$ cat src/rtl/pg_mcast_route_stage.sv
// Registered route stage: computes {B,E,S,W,N} and serialises
// multicast into unicast copies that detour around a faulty node.
// Ports: in_* valid/ready packet in, pg_* fault info, out_* beat out,
// out_route_req route request, drop_pulse on discard.
module pg_mcast_route_stage #(
  parameter int MESH_X    = 8,
  parameter int MESH_Y    = 8,
  parameter int COORD_W   = 3,
  parameter int PAYLOAD_W = 32,
  parameter int LOCAL_X   = 0,
  parameter int LOCAL_Y   = 0,
  parameter int ROUTER_ID = 0
) (
  input  logic                 clk,
  input  logic                 rst_n,
  input  logic                 in_valid,
  output logic                 in_ready,
  input  logic [COORD_W-1:0]   in_tgt_x,
  input  logic [COORD_W-1:0]   in_tgt_y,
  input  logic [COORD_W-1:0]   in_src_x,
  input  logic [COORD_W-1:0]   in_src_y,
  input  logic [1:0]           in_pkt_type,
  input  logic [PAYLOAD_W-1:0] in_payload,
  input  logic                 pg_en,
  input  logic [COORD_W-1:0]   pg_node_x,
  input  logic [COORD_W-1:0]   pg_node_y,
  output logic                 out_valid,
  input  logic                 out_ready,
  output logic [COORD_W-1:0]   out_tgt_x,
  output logic [COORD_W-1:0]   out_tgt_y,
  output logic [COORD_W-1:0]   out_src_x,
  output logic [COORD_W-1:0]   out_src_y,
  output logic [1:0]           out_pkt_type,
  output logic [PAYLOAD_W-1:0] out_payload,
  output logic [4:0]           out_route_req,
  output logic                 drop_pulse
);

  typedef logic [COORD_W-1:0] crd_t;
  typedef enum logic {IDLE, REPL} state_t;

  localparam crd_t LX   = crd_t'(LOCAL_X);
  localparam crd_t LY   = crd_t'(LOCAL_Y);
  localparam crd_t XMAX = crd_t'(MESH_X - 1);
  localparam crd_t YMAX = crd_t'(MESH_Y - 1);
  localparam crd_t ONE  = crd_t'(1);
  localparam logic [4:0] ARR =
    (ROUTER_ID < 4) ? 5'(1 << ROUTER_ID) : 5'd0;
  localparam logic [4:0] EDGE =
    {1'b0, LX == XMAX, LY == '0, LX == '0, LY == YMAX};

  // Step a copy position; {fin, x, y}, fin = no further copy.
  function automatic logic [2*COORD_W:0] adv(
    input logic [1:0] t,
    input crd_t       x,
    input crd_t       y
  );
    logic fin;
    crd_t nx;
    crd_t ny;
    fin = 1'b0;
    nx  = x;
    ny  = y;
    case (t)
      2'b01: if (y == YMAX) fin = 1'b1;
             else ny = y + ONE;
      2'b10: if (x == XMAX) fin = 1'b1;
             else nx = x + ONE;
      default: begin
        if (x != XMAX) nx = x + ONE;
        else if (y == YMAX) fin = 1'b1;
        else begin
          nx = '0;
          ny = y + ONE;
        end
      end
    endcase
    return {fin, nx, ny};
  endfunction

  function automatic logic [4:0] route(
    input crd_t       tx,
    input crd_t       ty,
    input crd_t       sx,
    input crd_t       sy,
    input logic [1:0] t,
    input logic       pg,
    input crd_t       fx,
    input crd_t       fy
  );
    logic n, s, e, w, b;
    logic fe, fw, fn, fs;
    logic [4:0] r;
    n = 1'b0; s = 1'b0; e = 1'b0;
    w = 1'b0; b = 1'b0;
    case (t)
      2'b00: begin
        e = tx > LX;
        w = tx < LX;
        n = (tx == LX) && (ty > LY);
        s = (tx == LX) && (ty < LY);
        b = (tx == LX) && (ty == LY);
      end
      2'b01: begin
        e = tx > LX;
        w = tx < LX;
        n = tx == LX;
        s = tx == LX;
        b = tx == LX;
      end
      2'b10: begin
        e = (sy == LY) && (LX >= sx);
        w = (sy == LY) && (LX <= sx);
        n = ty > LY;
        s = ty < LY;
        b = ty == LY;
      end
      default: begin
        b = 1'b1;
        n = LY >= sy;
        s = LY <= sy;
        e = LX >= sx;
        w = LX <= sx;
      end
    endcase
    r = {b, e, s, w, n};
    if (t != 2'b00) r = r & ~ARR;
    // Fault sits on the XY next hop in each direction.
    fe = (fy == LY) && (LX != XMAX) && (fx == LX + ONE);
    fw = (fy == LY) && (LX != '0) && (fx == LX - ONE);
    fn = (fx == LX) && (LY != YMAX) && (fy == LY + ONE);
    fs = (fx == LX) && (LY != '0) && (fy == LY - ONE);
    if (pg && t == 2'b00) begin
      if ((e && fe) || (w && fw))
        r = (LY != YMAX) ? 5'b00001 : 5'b00100;
      else if ((n && fn) || (s && fs))
        r = (LX == '0) ? 5'b01000 : 5'b00010;
    end
    return r & ~EDGE;
  endfunction

  state_t     state_q, state_d;
  logic [1:0] typ_q;
  crd_t       fx_q, fy_q;
  logic       acc, mc, drop_in;
  crd_t       f0_x, f0_y, f_x, f_y;
  logic       f_fin;
  crd_t       a_x, a_y, n_x, n_y;
  logic       a_fin, n_fin;
  logic [4:0] r_in, r_f, r_n;

  assign in_ready = (state_q == IDLE) &&
                    (!out_valid || out_ready);
  assign acc = in_valid && in_ready;
  assign mc  = pg_en && (in_pkt_type != 2'b00);
  assign drop_in = pg_en && (in_pkt_type == 2'b00) &&
                   (in_tgt_x == pg_node_x) &&
                   (in_tgt_y == pg_node_y);

  always_comb begin
    f0_x = '0;
    f0_y = '0;
    case (in_pkt_type)
      2'b01:   f0_x = in_tgt_x;
      2'b10:   f0_y = in_tgt_y;
      default: ;
    endcase
    f_fin = 1'b0;
    f_x   = f0_x;
    f_y   = f0_y;
    if (f0_x == pg_node_x && f0_y == pg_node_y)
      {f_fin, f_x, f_y} = adv(in_pkt_type, f0_x, f0_y);
    {a_fin, a_x, a_y} = adv(typ_q, out_tgt_x, out_tgt_y);
    n_fin = a_fin;
    n_x   = a_x;
    n_y   = a_y;
    if (!a_fin && a_x == fx_q && a_y == fy_q)
      {n_fin, n_x, n_y} = adv(typ_q, a_x, a_y);
  end

  assign r_in = route(in_tgt_x, in_tgt_y, in_src_x, in_src_y,
                      in_pkt_type, pg_en, pg_node_x, pg_node_y);
  assign r_f  = route(f_x, f_y, in_src_x, in_src_y,
                      2'b00, 1'b1, pg_node_x, pg_node_y);
  assign r_n  = route(n_x, n_y, out_src_x, out_src_y,
                      2'b00, 1'b1, fx_q, fy_q);

  always_comb begin
    state_d = state_q;
    unique case (state_q)
      IDLE: if (acc && mc && !f_fin) state_d = REPL;
      REPL: if (out_ready && n_fin) state_d = IDLE;
    endcase
  end

  always_ff @(posedge clk or negedge rst_n) begin
    if (!rst_n) state_q <= IDLE;
    else        state_q <= state_d;
  end

  always_ff @(posedge clk or negedge rst_n) begin
    if (!rst_n) begin
      out_valid     <= 1'b0;
      out_tgt_x     <= '0;
      out_tgt_y     <= '0;
      out_src_x     <= '0;
      out_src_y     <= '0;
      out_pkt_type  <= '0;
      out_payload   <= '0;
      out_route_req <= '0;
      drop_pulse    <= 1'b0;
      typ_q         <= '0;
      fx_q          <= '0;
      fy_q          <= '0;
    end else begin
      drop_pulse <= 1'b0;
      if (acc) begin
        if (mc && f_fin) begin
          drop_pulse <= 1'b1;
          out_valid  <= 1'b0;
        end else if (mc) begin
          out_valid     <= 1'b1;
          out_tgt_x     <= f_x;
          out_tgt_y     <= f_y;
          out_src_x     <= in_src_x;
          out_src_y     <= in_src_y;
          out_pkt_type  <= 2'b00;
          out_payload   <= in_payload;
          out_route_req <= r_f;
          typ_q         <= in_pkt_type;
          fx_q          <= pg_node_x;
          fy_q          <= pg_node_y;
        end else if (drop_in) begin
          drop_pulse <= 1'b1;
          out_valid  <= 1'b0;
        end else begin
          out_valid     <= 1'b1;
          out_tgt_x     <= in_tgt_x;
          out_tgt_y     <= in_tgt_y;
          out_src_x     <= in_src_x;
          out_src_y     <= in_src_y;
          out_pkt_type  <= in_pkt_type;
          out_payload   <= in_payload;
          out_route_req <= r_in;
        end
      end else if (out_valid && out_ready) begin
        if (state_q == REPL && !n_fin) begin
          out_tgt_x     <= n_x;
          out_tgt_y     <= n_y;
          out_route_req <= r_n;
        end else begin
          out_valid <= 1'b0;
        end
      end
    end
  end

endmodule

$ cat config.mk
export PLATFORM = sky130hd
export DESIGN_NAME = pg_mcast_route_stage
export DESIGN_NICKNAME = d
export VERILOG_FILES = /design/src/rtl/pg_mcast_route_stage.sv
export SDC_FILE = /design/constraint.sdc
export NUM_CORES = 1
export LEC_CHECK = 0
export ABC_CLOCK_PERIOD_IN_PS = 5240
export BUFFER_PORTS_ARGS = -buffer_cell sky130_fd_sc_hd__buf_2
export CORE_UTILIZATION = 30
export CTS_CLUSTER_SIZE = 25
export DETAILED_ROUTE_END_ITERATION = 10
export PLACE_DENSITY = 0.58
export SYNTH_ARGS = -nofsm -noshare
export SYNTH_HDL_FRONTEND = slang
export SYNTH_SLANG_ARGS = --single-unit
$ cat constraint.sdc
create_clock -name clk -period 5.24 [get_ports clk]
set_clock_uncertainty 0.15 [all_clocks]
set_input_delay 1.31 -clock clk [delete_from_list [all_inputs] [get_ports clk]]
set_output_delay 1.31 -clock clk [all_outputs]
set_load 0.05 [all_outputs]
==> results of run 1 <==
-- routing by layer --
metal  track usage  wire length, microns
met1         0.229                  5550
met4        0.0747                   325
met2         0.275                  5860
met5             0                     0
met3        0.0381                   979
-- worst reg2reg max path, stage by stage, from the launching register on --
cell	delay [ps]
sky130_fd_sc_hd__dfrtp_1	570
sky130_fd_sc_hd__ha_1	360
sky130_fd_sc_hd__and2_2	230
sky130_fd_sc_hd__o22ai_1	120
sky130_fd_sc_hd__nor3_1	520
sky130_fd_sc_hd__ha_1	300
sky130_fd_sc_hd__inv_1	60
sky130_fd_sc_hd__a2111oi_2	450
sky130_fd_sc_hd__and2_1	230
sky130_fd_sc_hd__a21o_1	90
sky130_fd_sc_hd__a21oi_1	60
sky130_fd_sc_hd__o221a_2	260
sky130_fd_sc_hd__a32oi_2	660
sky130_fd_sc_hd__nor2_1	110
sky130_fd_sc_hd__a32oi_1	210
-- synth_stat cells (7+ instances only) --
cell type                  count  area [sq um]
sky130_fd_sc_hd__a21oi_1      25           125
sky130_fd_sc_hd__and3_1       10          62.6
sky130_fd_sc_hd__clkbuf_1     14          52.6
sky130_fd_sc_hd__dfrtp_1      60          1500
sky130_fd_sc_hd__ha_1         21           263
sky130_fd_sc_hd__inv_1        23          86.3
sky130_fd_sc_hd__mux2_2       45           507
sky130_fd_sc_hd__nand2_1      43           161
sky130_fd_sc_hd__nand2b_1      8          50.1
sky130_fd_sc_hd__nand3_1      12          60.1
sky130_fd_sc_hd__nand4_1       7          43.8
sky130_fd_sc_hd__nor2_1       16          60.1
sky130_fd_sc_hd__nor2b_1       7          43.8
sky130_fd_sc_hd__nor3_1       10          50.1
sky130_fd_sc_hd__o21ai_0      27           135
-- power groups by stage --
stage | Combinational (mW) | Sequential, mW | Clock [mW]
finish | 2.57 | 0.874 | 0.544
global route | 2.76 | 0.906 | 0.576
CTS | 2.56 | 0.875 | 0.560
detailed placement | 2.56 | 0.878 | 0
global placement | 2.53 | 0.864 | 0
floorplan | 1.34 | 1.50 | 0
-- logic make-up after synthesis --
logic type	synth area share
other cells	0.000859
compound gates	0.217
flops	0.344
mux	0.123
buf+inv	0.0527
xor+xnor	0.0181
simple gates	0.184
fa+ha+maj	0.0602
-- flip-flops by register name, summed over array words and instances (netlist names) --
signal         flops
out_tgt_x          3
out_src_y          3
state_q            1
out_src_x          3
fx_q               3
drop_pulse         1
typ_q              2
out_tgt_y          3
out_payload       32
out_pkt_type       2
fy_q               3
out_route_req      3
out_valid          1
-- cells in the final DEF (no fill, tap or decap), types with 12 or more instances in the layout --
master,Yosys,layout
sky130_fd_sc_hd__a21oi_1,25,25
sky130_fd_sc_hd__buf_2,4,108
sky130_fd_sc_hd__mux2_2,45,45
sky130_fd_sc_hd__nor2_1,16,16
sky130_fd_sc_hd__dfrtp_1,60,60
sky130_fd_sc_hd__ha_1,21,21
sky130_fd_sc_hd__inv_1,23,23
sky130_fd_sc_hd__nand3_1,12,12
sky130_fd_sc_hd__nand2_1,43,43
sky130_fd_sc_hd__o21ai_0,27,27
-- through the flow --
step                      utilization  hold WS (ps)
after CTS                       0.379           345
after global routing            0.379           369
after global placement          0.359           323
after detailed placement        0.359           331
final                           0.379           340
after floorplan                     -           325
-- path summary, 6_finish.rpt --
kind	start	end	slack, ps	depth (start not counted)
setup reg to reg	out_tgt_x[0]$_DFFE_PN0P_	out_route_req[0]$_DFFE_PN0P_	770	14
min in group asynchronous	rst_n	out_payload[2]$_DFFE_PN0P_	1000	2
hold reg to reg	out_pkt_type[0]$_DFFE_PN0P_	out_pkt_type[0]$_DFFE_PN0P_	340	2
max in group asynchronous	rst_n	typ_q[0]$_DFFE_PN0P_	3440	2
setup / recovery	in_pkt_type[1]	out_route_req[3]$_DFFE_PN0P_	760	16
hold / removal	out_pkt_type[0]$_DFFE_PN0P_	out_pkt_type[0]$_DFFE_PN0P_	340	2
-- area by class of cell --
class	count	share of cell area
multi-input cells	358	0.495
inverters	24	0.0169
clock inverters	7	0.00987
well taps	180	0.0423
flip-flops and latches	60	0.282
clock buffers	9	0.0423
repair buffers	115	0.111
==> impl_metrics.xml, run 1 <==
<?xml version="1.0" encoding="UTF-8"?>
<metrics>
  <group name="outcome">
    <metric name="outcome" unit="">finished, final reports clean</metric>
  </group>
  <group name="layout">
    <metric name="layoutNonFillerInstCount" unit="">753</metric>
    <metric name="diodes" unit="">0</metric>
    <metric name="layout_overhead_on_the_synthesized_area" unit="%">22.0</metric>
    <metric name="finish.net_count" unit="">646</metric>
    <metric name="seq_area" unit="sq um">1500</metric>
    <metric name="multi_input_area" unit="sq um">2640</metric>
    <metric name="post_route_cells_drive_above_1_share" unit="">0.340</metric>
    <metric name="filler_cell_count" unit="">1388</metric>
    <metric name="fin_area" unit="sq um">5320</metric>
  </group>
  <group name="floorplanning">
    <metric name="io_pins" unit="">111</metric>
    <metric name="width_of_the_die" unit="microns">123</metric>
    <metric name="die_y" unit="microns">123</metric>
    <metric name="floorplan.die_area" unit="sq um">15000</metric>
    <metric name="core_area" unit="sq um">14000</metric>
    <metric name="placementRows" unit="">43</metric>
    <metric name="initial_core_util" unit="">0.311</metric>
  </group>
  <group name="drt">
    <metric name="vias_per_cell" unit="">5.57</metric>
    <metric name="drt-total-wl" unit="mm">12.7</metric>
    <metric name="antenna_violating_nets_post_route" unit="">0</metric>
    <metric name="routedWlPerCell" unit="microns">16.9</metric>
    <metric name="via_count" unit="">4193</metric>
    <metric name="drt-initial-drc-count" unit="">407</metric>
    <metric name="detail_route.drc_violations" unit="">0</metric>
    <metric name="drt_pre_antenna_iters" unit="">5</metric>
  </group>
  <group name="cts">
    <metric name="postCtsSetupRepairBufs" unit="">0</metric>
    <metric name="h_tree_depth" unit="">3</metric>
    <metric name="cts_inserted_buffers" unit="">9</metric>
    <metric name="tritoncts_clock_tree" unit="">done</metric>
    <metric name="cts.root.buffer_cell" unit="">sky130_fd_sc_hd__clkbuf_16</metric>
    <metric name="clock_sink_count" unit="">60</metric>
    <metric name="cts.reportedPaths.clkPinSlew" unit="ps">60</metric>
    <metric name="hold_buffers" unit="">0</metric>
    <metric name="max-clock-path-buffers" unit="">2</metric>
    <metric name="cts_repair_resize_count" unit="">0</metric>
    <metric name="clock_insertion_delay_worst_skew" unit="ps">320</metric>
  </group>
  <group name="grt">
    <metric name="grt_start_max_net_pins" unit="">61</metric>
    <metric name="grt_remaining_overflow" unit="">0</metric>
    <metric name="number_of_global_route_vias_before_repair" unit="">4028</metric>
    <metric name="antenna_violations_before_repair" unit="">0</metric>
    <metric name="grt_pass1_wl" unit="mm">20.5</metric>
    <metric name="global_route.usage.total" unit="">0.174</metric>
  </group>
  <group name="timing">
    <metric name="report.final.setup_viol" unit="">0</metric>
    <metric name="grt_setup_unrepaired" unit="">no</metric>
    <metric name="timing.final.ws_setup" unit="ps">764</metric>
    <metric name="total_negative_slack_for_setup_checks" unit="ps">0</metric>
    <metric name="final.period_utilization" unit="">0.854</metric>
    <metric name="timing.final.hold_violations" unit="">0</metric>
    <metric name="finalWorstPathRequiredPeriod" unit="ps">4480</metric>
    <metric name="achievable-frequency" unit="GHz">0.223</metric>
    <metric name="timing.slew.headroom" unit="">0.361</metric>
    <metric name="finalMaxSlewViolations" unit="">0</metric>
    <metric name="slew_at_the_pin_closest_to_its_max_slew_limit" unit="ps">956</metric>
  </group>
  <group name="pwr">
    <metric name="pwr_density_cell" unit="nW/um^2">749</metric>
    <metric name="seq_power_share" unit="">0.219</metric>
    <metric name="max-vdd-ir-drop" unit="mV">0.501</metric>
    <metric name="combPwrFrac" unit="">0.645</metric>
    <metric name="power" unit="mW">3.99</metric>
    <metric name="pint" unit="mW">1.87</metric>
    <metric name="power.net_switching" unit="mW">2.12</metric>
    <metric name="pleak" unit="nW">2.37</metric>
    <metric name="power_switching_share" unit="">0.532</metric>
    <metric name="proportion_of_power_drawn_by_the_clock_network" unit="">0.136</metric>
  </group>
  <group name="worst_setup_path">
    <metric name="path_cells" unit="">buf_2, inv_1, ha_1, nand2_1, inv_1, ha_1, ha_1, inv_1, o21ai_0, o21ai_0, o21ai_0, a211oi_1, o21ai_0, a41oi_1, or3_1, a22oi_1</metric>
    <metric name="worstPathArrival" unit="ps">4570</metric>
    <metric name="critPathBufInv" unit="">4</metric>
    <metric name="max_stage_delay_cell_worst_path" unit="">sky130_fd_sc_hd__ha_1</metric>
    <metric name="crit_path_frequent_cell" unit="">sky130_fd_sc_hd__o21ai_0</metric>
    <metric name="worst-setup-path-type" unit="">in -&gt; reg</metric>
    <metric name="slowest_delay" unit="ps">430</metric>
    <metric name="critical_path_peak_fanout" unit="">11</metric>
    <metric name="timing.critical_path.max_delay_family" unit="">compound AO/OA/AOI/OAI gates</metric>
    <metric name="worstSetupEndpointType" unit="">flip-flop</metric>
    <metric name="crit_required" unit="ps">5330</metric>
    <metric name="critical_path.startpoint_type" unit="">input pin</metric>
  </group>
  <group name="synth">
    <metric name="synthesized_flop_and_latch_total" unit="">60</metric>
    <metric name="async_flop_share" unit="">1.00</metric>
    <metric name="dominantRegCellSynth" unit="">sky130_fd_sc_hd__dfrtp_1</metric>
    <metric name="yosys_warnings" unit="">0</metric>
    <metric name="syn_area_per_cell" unit="sq um">9.37</metric>
    <metric name="number_of_enable_flip_flop_cells_after_synthesis" unit="">0</metric>
    <metric name="synthesis.area" unit="sq um">4360</metric>
    <metric name="post_synth_num_cell_types" unit="">76</metric>
    <metric name="yosysSeqAreaShare" unit="">0.344</metric>
    <metric name="number_of_standard_cells_after_synthesis" unit="">466</metric>
  </group>
  <group name="place">
    <metric name="post-place-ws" unit="ps">486</metric>
    <metric name="numPlacedInstances" unit="">737</metric>
    <metric name="dpl-instance-area" unit="sq um">5050</metric>
    <metric name="dp_hpwl" unit="mm">9.68</metric>
    <metric name="placement.io_buffers" unit="">108</metric>
    <metric name="globalplace.congestion" unit="">0.859</metric>
  </group>
  <group name="job">
    <metric name="drv_cap" unit="">0</metric>
  </group>
  <group name="worst_hold_path">
    <metric name="hold_class" unit="">reg -&gt; reg</metric>
  </group>
</metrics>
(Power assumes the default switching activity.)
==> run 2, diff against run 1 <==
Settings changed: CORE_ASPECT_RATIO from default to 1.4, CTS_BUF_LIST from default to sky130_fd_sc_hd__clkbuf_4 sky130_fd_sc_hd__clkbuf_8, HOLD_SLACK_MARGIN from default to 0.06.
==> impl_metrics.xml, run 2 (synthesized netlist as in run 1, its figures left out) <==
<?xml version="1.0" encoding="UTF-8"?>
<metrics>
  <group name="cts">
    <metric name="h_tree_depth" unit="">3</metric>
    <metric name="max-clock-path-buffers" unit="">2</metric>
    <metric name="postCtsSetupRepairBufs" unit="">0</metric>
    <metric name="cts.reportedPaths.clkPinSlew" unit="ps">70</metric>
    <metric name="cts_repair_resize_count" unit="">0</metric>
    <metric name="cts_inserted_buffers" unit="">9</metric>
    <metric name="hold_buffers" unit="">0</metric>
    <metric name="cts.root.buffer_cell" unit="">sky130_fd_sc_hd__clkbuf_8</metric>
    <metric name="tritoncts_clock_tree" unit="">done</metric>
    <metric name="clock_insertion_delay_worst_skew" unit="ps">350</metric>
    <metric name="clock_sink_count" unit="">60</metric>
  </group>
  <group name="worst_setup_path">
    <metric name="timing.rr.start" unit="">out_tgt_y[0]$_DFFE_PN0P_</metric>
    <metric name="worstPathArrival" unit="ps">4570</metric>
    <metric name="crit_required" unit="ps">5350</metric>
    <metric name="critical_path.startpoint_type" unit="">input pin</metric>
    <metric name="worstReg2RegEnd" unit="">out_tgt_x[1]$_DFFE_PN0P_</metric>
    <metric name="worst-setup-path-type" unit="">in -&gt; reg</metric>
    <metric name="timing.reg2reg.worst_path_depth" unit="">15</metric>
    <metric name="ff2ff_setup_slack" unit="ps">870</metric>
    <metric name="critical_path_peak_fanout" unit="">11</metric>
    <metric name="worstSetupEndpointType" unit="">flip-flop</metric>
    <metric name="critical_path.startpoint" unit="">in_pkt_type[1]</metric>
    <metric name="capturing_element_of_the_worst_setup_path" unit="">out_route_req[3]$_DFFE_PN0P_</metric>
  </group>
  <group name="floorplanning">
    <metric name="placementRows" unit="">51</metric>
    <metric name="die_y" unit="microns">145</metric>
    <metric name="core_area" unit="sq um">14000</metric>
    <metric name="initial_core_util" unit="">0.311</metric>
    <metric name="floorplan.die_area" unit="sq um">15000</metric>
    <metric name="io_pins" unit="">111</metric>
    <metric name="width_of_the_die" unit="microns">104</metric>
  </group>
  <group name="drt">
    <metric name="antenna_violating_nets_post_route" unit="">0</metric>
    <metric name="via_count" unit="">4197</metric>
    <metric name="drt-initial-drc-count" unit="">166</metric>
    <metric name="drt-total-wl" unit="mm">13.3</metric>
    <metric name="routedWlPerCell" unit="microns">17.6</metric>
    <metric name="vias_per_cell" unit="">5.52</metric>
    <metric name="detail_route.drc_violations" unit="">0</metric>
    <metric name="drt_pre_antenna_iters" unit="">4</metric>
  </group>
  <group name="timing">
    <metric name="timing.slew.headroom" unit="">0.385</metric>
    <metric name="grt_setup_unrepaired" unit="">no</metric>
    <metric name="report.final.setup_viol" unit="">0</metric>
    <metric name="final.period_utilization" unit="">0.850</metric>
    <metric name="achievable-frequency" unit="GHz">0.224</metric>
    <metric name="timing.final.hold_violations" unit="">0</metric>
    <metric name="finalMaxSlewViolations" unit="">0</metric>
    <metric name="slew_at_the_pin_closest_to_its_max_slew_limit" unit="ps">920</metric>
    <metric name="finalWorstPathRequiredPeriod" unit="ps">4450</metric>
    <metric name="total_negative_slack_for_setup_checks" unit="ps">0</metric>
  </group>
  <group name="layout">
    <metric name="multi_input_area" unit="sq um">2640</metric>
    <metric name="finish.net_count" unit="">648</metric>
    <metric name="largest_register_ffs" unit="">32</metric>
    <metric name="mostFrequentLayoutCell" unit="">sky130_fd_sc_hd__buf_2</metric>
    <metric name="layout_overhead_on_the_synthesized_area" unit="%">20.7</metric>
    <metric name="finish.utilization" unit="">0.375</metric>
    <metric name="post_route_cells_drive_above_1_share" unit="">0.344</metric>
    <metric name="layout.cells.most_common_list" unit="">sky130_fd_sc_hd__buf_2, sky130_fd_sc_hd__dfrtp_1, sky130_fd_sc_hd__mux2_2</metric>
    <metric name="diodes" unit="">0</metric>
    <metric name="top_register" unit="">out_payload</metric>
    <metric name="filler_cell_count" unit="">1475</metric>
    <metric name="seq_area" unit="sq um">1500</metric>
  </group>
  <group name="grt">
    <metric name="antenna_violations_before_repair" unit="">0</metric>
    <metric name="number_of_global_route_vias_before_repair" unit="">4365</metric>
    <metric name="grt_remaining_overflow" unit="">0</metric>
    <metric name="grt_pass1_wl" unit="mm">21.3</metric>
    <metric name="global_route.usage.total" unit="">0.181</metric>
    <metric name="grt_start_max_net_pins" unit="">44</metric>
  </group>
  <group name="pwr">
    <metric name="max-vdd-ir-drop" unit="mV">0.421</metric>
    <metric name="pleak" unit="nW">2.36</metric>
    <metric name="pwr_density_cell" unit="nW/um^2">738</metric>
  </group>
  <group name="worst_hold_path">
    <metric name="hp-start" unit="">out_pkt_type[0]$_DFFE_PN0P_</metric>
    <metric name="hold_class" unit="">reg -&gt; reg</metric>
  </group>
  <group name="place">
    <metric name="globalplace.congestion" unit="">0.967</metric>
    <metric name="dp_hpwl" unit="mm">10.4</metric>
    <metric name="placement.io_buffers" unit="">108</metric>
  </group>
  <group name="outcome">
    <metric name="outcome" unit="">finished, final reports clean</metric>
  </group>
  <group name="job">
    <metric name="drv_cap" unit="">0</metric>
  </group>
</metrics>
[run 2: changes by cell type in the layout (fill, tap and decap cells not counted)]
cell                         delta
sky130_fd_sc_hd__nand2_2        +1
sky130_fd_sc_hd__inv_6          +1
sky130_fd_sc_hd__bufinv_16      +1
sky130_fd_sc_hd__clkbuf_16      -9
sky130_fd_sc_hd__clkinv_4       +1
sky130_fd_sc_hd__clkinvlp_4     -4
sky130_fd_sc_hd__buf_4          +2
sky130_fd_sc_hd__nand2_1        -1
sky130_fd_sc_hd__clkinv_2       +1
sky130_fd_sc_hd__clkbuf_8       +9
[run 2: worst min-delay path by stage]
stage | to | slack [ps] | cells after the start
floorplan | typ_q[1]$_DFFE_PN0P_ | 330 | 2
global placement | out_pkt_type[1]$_DFFE_PN0P_ | 310 | 2
detailed placement | out_pkt_type[0]$_DFFE_PN0P_ | 320 | 2
CTS | out_pkt_type[0]$_DFFE_PN0P_ | 340 | 2
global route | out_payload[13]$_DFFE_PN0P_ | 370 | 1
finish | out_pkt_type[0]$_DFFE_PN0P_ | 330 | 2
[run 2: layer usage]
metal  track usage  vias to the layer above  routed length [microns]
met2         0.309                      204                     6430
met3        0.0421                       50                     1060
met1         0.199                     2003                     5230
met4         0.129                        0                      629
li1              -                     1940                        -
met5             0                        -                        0
[run 2: worst max-delay path, stage by stage]
cell	delay, ps
sky130_fd_sc_hd__buf_2	120
sky130_fd_sc_hd__inv_1	170
sky130_fd_sc_hd__ha_1	450
sky130_fd_sc_hd__nand2_1	190
sky130_fd_sc_hd__inv_1	90
sky130_fd_sc_hd__ha_1	170
sky130_fd_sc_hd__ha_1	260
sky130_fd_sc_hd__inv_1	100
sky130_fd_sc_hd__o21ai_0	300
sky130_fd_sc_hd__o21ai_0	170
sky130_fd_sc_hd__o21ai_0	190
sky130_fd_sc_hd__a211oi_1	100
sky130_fd_sc_hd__o21ai_0	190
sky130_fd_sc_hd__a41oi_1	160
sky130_fd_sc_hd__or3_1	410
sky130_fd_sc_hd__a22oi_1	180
[run 2: area by class of cell]
| type | instances | area share |
|---|---|---|
| inverter | 24 | 0.0171 |
| multi-input combinational | 358 | 0.501 |
| sequential | 60 | 0.285 |
| timing repair buffer | 117 | 0.115 |
| clock inverter | 7 | 0.0142 |
| tap | 185 | 0.0439 |
| clock buffer | 9 | 0.0235 |
[run 2: stage by stage]
step	setup WS [ps]	power (mW)	area [sq um]	hold slack, ps	std cells
floorplan	1160	2.84	4370	325	467
global placement	548	3.41	5070	313	744
detailed placement	472	3.46	5070	323	744
CTS	811	3.90	5270	339	760
global route	442	4.14	5270	374	760
finish	785	3.89	5270	333	760
[run 2: power breakdown]
part / total, mW / switching, mW / internal, mW
Combinational: 2.61 / 1.74 / 0.867
Sequential: 0.865 / 0.175 / 0.690
Clock: 0.417 / 0.195 / 0.222
==> run 3, diff against run 2 <==
Settings changed: ABC_CLOCK_PERIOD_IN_PS 5240 to 5710, CTS_BUF_LIST sky130_fd_sc_hd__clkbuf_4 sky130_fd_sc_hd__clkbuf_8 to default, TNS_END_PERCENT from default to 10.
Clock period 5.24 ns to 5.71 ns, I/O delays scaled along.
==> impl_metrics.xml, run 3 (synthesized netlist as in run 1, its figures left out) <==
<?xml version="1.0" encoding="UTF-8"?>
<metrics>
  <group name="cts">
    <metric name="tritoncts_clock_tree" unit="">done</metric>
    <metric name="clock_insertion_delay_worst_skew" unit="ps">320</metric>
    <metric name="clock_sink_count" unit="">60</metric>
    <metric name="postCtsSetupRepairBufs" unit="">0</metric>
    <metric name="max-clock-path-buffers" unit="">2</metric>
    <metric name="cts_repair_resize_count" unit="">0</metric>
    <metric name="h_tree_depth" unit="">3</metric>
    <metric name="cts.root.buffer_cell" unit="">sky130_fd_sc_hd__clkbuf_16</metric>
    <metric name="cts.reportedPaths.clkPinSlew" unit="ps">50</metric>
    <metric name="hold_buffers" unit="">0</metric>
    <metric name="cts_inserted_buffers" unit="">9</metric>
  </group>
  <group name="worst_hold_path">
    <metric name="hold_class" unit="">reg -&gt; reg</metric>
  </group>
  <group name="timing">
    <metric name="timing.slew.headroom" unit="">0.335</metric>
    <metric name="slew_at_the_pin_closest_to_its_max_slew_limit" unit="ps">994</metric>
    <metric name="finalMaxSlewViolations" unit="">0</metric>
    <metric name="achievable-frequency" unit="GHz">0.211</metric>
    <metric name="grt_setup_unrepaired" unit="">no</metric>
    <metric name="finalWorstPathRequiredPeriod" unit="ps">4740</metric>
    <metric name="final.period_utilization" unit="">0.831</metric>
    <metric name="total_negative_slack_for_setup_checks" unit="ps">0</metric>
    <metric name="timing.final.hold_violations" unit="">0</metric>
    <metric name="report.final.setup_viol" unit="">0</metric>
  </group>
  <group name="worst_setup_path">
    <metric name="timing.critical_path.max_delay_family" unit="">compound AO/OA/AOI/OAI gates</metric>
    <metric name="slowest_delay" unit="ps">690</metric>
    <metric name="worst-setup-path-type" unit="">reg -&gt; reg</metric>
    <metric name="critical_path_peak_fanout" unit="">19</metric>
    <metric name="crit_required" unit="ps">5800</metric>
    <metric name="path_cells" unit="">ha_1, and2_2, o22ai_1, nor3_1, ha_1, inv_1, a2111oi_2, and2_1, a21o_1, a21oi_1, o221a_2, a32oi_2, a21oi_1, a22oi_1</metric>
    <metric name="critPathBufInv" unit="">1</metric>
    <metric name="critical_path.startpoint_type" unit="">flip-flop</metric>
    <metric name="worstPathArrival" unit="ps">4830</metric>
    <metric name="max_stage_delay_cell_worst_path" unit="">sky130_fd_sc_hd__a32oi_2</metric>
    <metric name="worstSetupEndpointType" unit="">flip-flop</metric>
  </group>
  <group name="outcome">
    <metric name="outcome" unit="">finished, final reports clean</metric>
  </group>
  <group name="grt">
    <metric name="grt_remaining_overflow" unit="">0</metric>
    <metric name="global_route.usage.total" unit="">0.179</metric>
    <metric name="number_of_global_route_vias_before_repair" unit="">4181</metric>
    <metric name="grt_pass1_wl" unit="mm">21.2</metric>
    <metric name="antenna_violations_before_repair" unit="">0</metric>
    <metric name="grt_start_max_net_pins" unit="">61</metric>
  </group>
  <group name="place">
    <metric name="globalplace.congestion" unit="">0.952</metric>
    <metric name="placement.io_buffers" unit="">108</metric>
    <metric name="dp_hpwl" unit="mm">10.2</metric>
  </group>
  <group name="layout">
    <metric name="top_register" unit="">out_payload</metric>
    <metric name="largest_register_ffs" unit="">32</metric>
    <metric name="layout.cells.most_common_list" unit="">sky130_fd_sc_hd__buf_2, sky130_fd_sc_hd__dfrtp_1, sky130_fd_sc_hd__mux2_2</metric>
    <metric name="finish.utilization" unit="">0.382</metric>
    <metric name="diodes" unit="">0</metric>
    <metric name="mostFrequentLayoutCell" unit="">sky130_fd_sc_hd__buf_2</metric>
    <metric name="finish.net_count" unit="">644</metric>
    <metric name="post_route_cells_drive_above_1_share" unit="">0.336</metric>
    <metric name="layout_overhead_on_the_synthesized_area" unit="%">22.8</metric>
  </group>
  <group name="pwr">
    <metric name="pwr_density_cell" unit="nW/um^2">697</metric>
    <metric name="max-vdd-ir-drop" unit="mV">0.353</metric>
    <metric name="pleak" unit="nW">2.39</metric>
  </group>
  <group name="drt">
    <metric name="antenna_violating_nets_post_route" unit="">0</metric>
    <metric name="routedWlPerCell" unit="microns">17.5</metric>
    <metric name="drt-total-wl" unit="mm">13.2</metric>
    <metric name="drt-initial-drc-count" unit="">181</metric>
    <metric name="detail_route.drc_violations" unit="">0</metric>
    <metric name="vias_per_cell" unit="">5.38</metric>
    <metric name="via_count" unit="">4065</metric>
    <metric name="drt_pre_antenna_iters" unit="">4</metric>
  </group>
  <group name="floorplanning">
    <metric name="width_of_the_die" unit="microns">104</metric>
    <metric name="core_area" unit="sq um">14000</metric>
    <metric name="placementRows" unit="">51</metric>
    <metric name="initial_core_util" unit="">0.311</metric>
    <metric name="floorplan.die_area" unit="sq um">15000</metric>
    <metric name="io_pins" unit="">111</metric>
    <metric name="die_y" unit="microns">145</metric>
  </group>
  <group name="job">
    <metric name="drv_cap" unit="">0</metric>
  </group>
</metrics>
run 3: cell count changes in the layout (fill, tap and decap cells not counted), sizes merged:
cell      previous run  this run
buf                117       113
bufinv               1         2
clkbuf               9        12
clkinv               4         1
clkinvlp             0         1
inv                 26        24
run 3: area by class of cell:
cell class | count | area, sq um
repair buffers | 113 | 578
multi-input cells | 358 | 2640
fillers | 1447 | 8680
well taps | 185 | 231
flip-flops and latches | 60 | 1500
clock buffers | 12 | 246
clock inverters | 4 | 72.6
inverters | 24 | 90.1
run 3: final timing paths:
| kind | cells after the start | startpoint | slack, ps | to |
|---|---|---|---|---|
| setup / recovery | 14 | out_tgt_x[0]$_DFFE_PN0P_ | 970 | out_route_req[3]$_DFFE_PN0P_ |
| max in group asynchronous | 2 | rst_n | 3790 | fx_q[1]$_DFFE_PN0P_ |
| hold reg to reg | 2 | out_pkt_type[0]$_DFFE_PN0P_ | 340 | out_pkt_type[0]$_DFFE_PN0P_ |
| setup reg to reg | 14 | out_tgt_x[0]$_DFFE_PN0P_ | 970 | out_route_req[3]$_DFFE_PN0P_ |
| min in group asynchronous | 2 | rst_n | 1100 | out_src_x[1]$_DFFE_PN0P_ |
| hold / removal | 2 | out_pkt_type[0]$_DFFE_PN0P_ | 340 | out_pkt_type[0]$_DFFE_PN0P_ |
run 3: layer usage:
metal	up-vias	share of wire	GRT usage	wire (microns)
li1	1930	-	-	-
met4	0	0.035	0.107	456
met3	32	0.054	0.0345	710
met1	1951	0.42	0.206	5510
met2	152	0.49	0.311	6530
met5	-	0	0	0
run 3: tightest hold or removal path: cells and delay by family, from the launching register on:
| kind | cells | cell delay (ps) |
|---|---|---|
| AND/OR/NAND/NOR | 1 | 60 |
| flip-flops | 1 | 330 |
| AO/OA/AOI/OAI | 1 | 60 |
run 3: where the power goes:
| group | leakage [nW] | switching, mW | total [mW] | internal [mW] |
|---|---|---|---|---|
| registers | 0.722 | 0.157 | 0.792 | 0.634 |
| clock network | 0.153 | 0.179 | 0.572 | 0.393 |
| logic | 1.51 | 1.59 | 2.37 | 0.784 |
| total | 2.39 | 1.93 | 3.74 | 1.81 |
run 3: metrics by stage:
stage	area [sq um]	setup slack [ps]	hold slack, ps	std cells	power (mW)
6_report	5360	966	343	756	3.74
3_5_place_dp	5040	713	337	740	3.16
3_3_place_gp	5040	808	323	740	3.12
5_1_grt	5360	631	356	756	3.97
4_1_cts	5360	995	348	756	3.76
2_1_floorplan	4370	1510	325	467	2.60
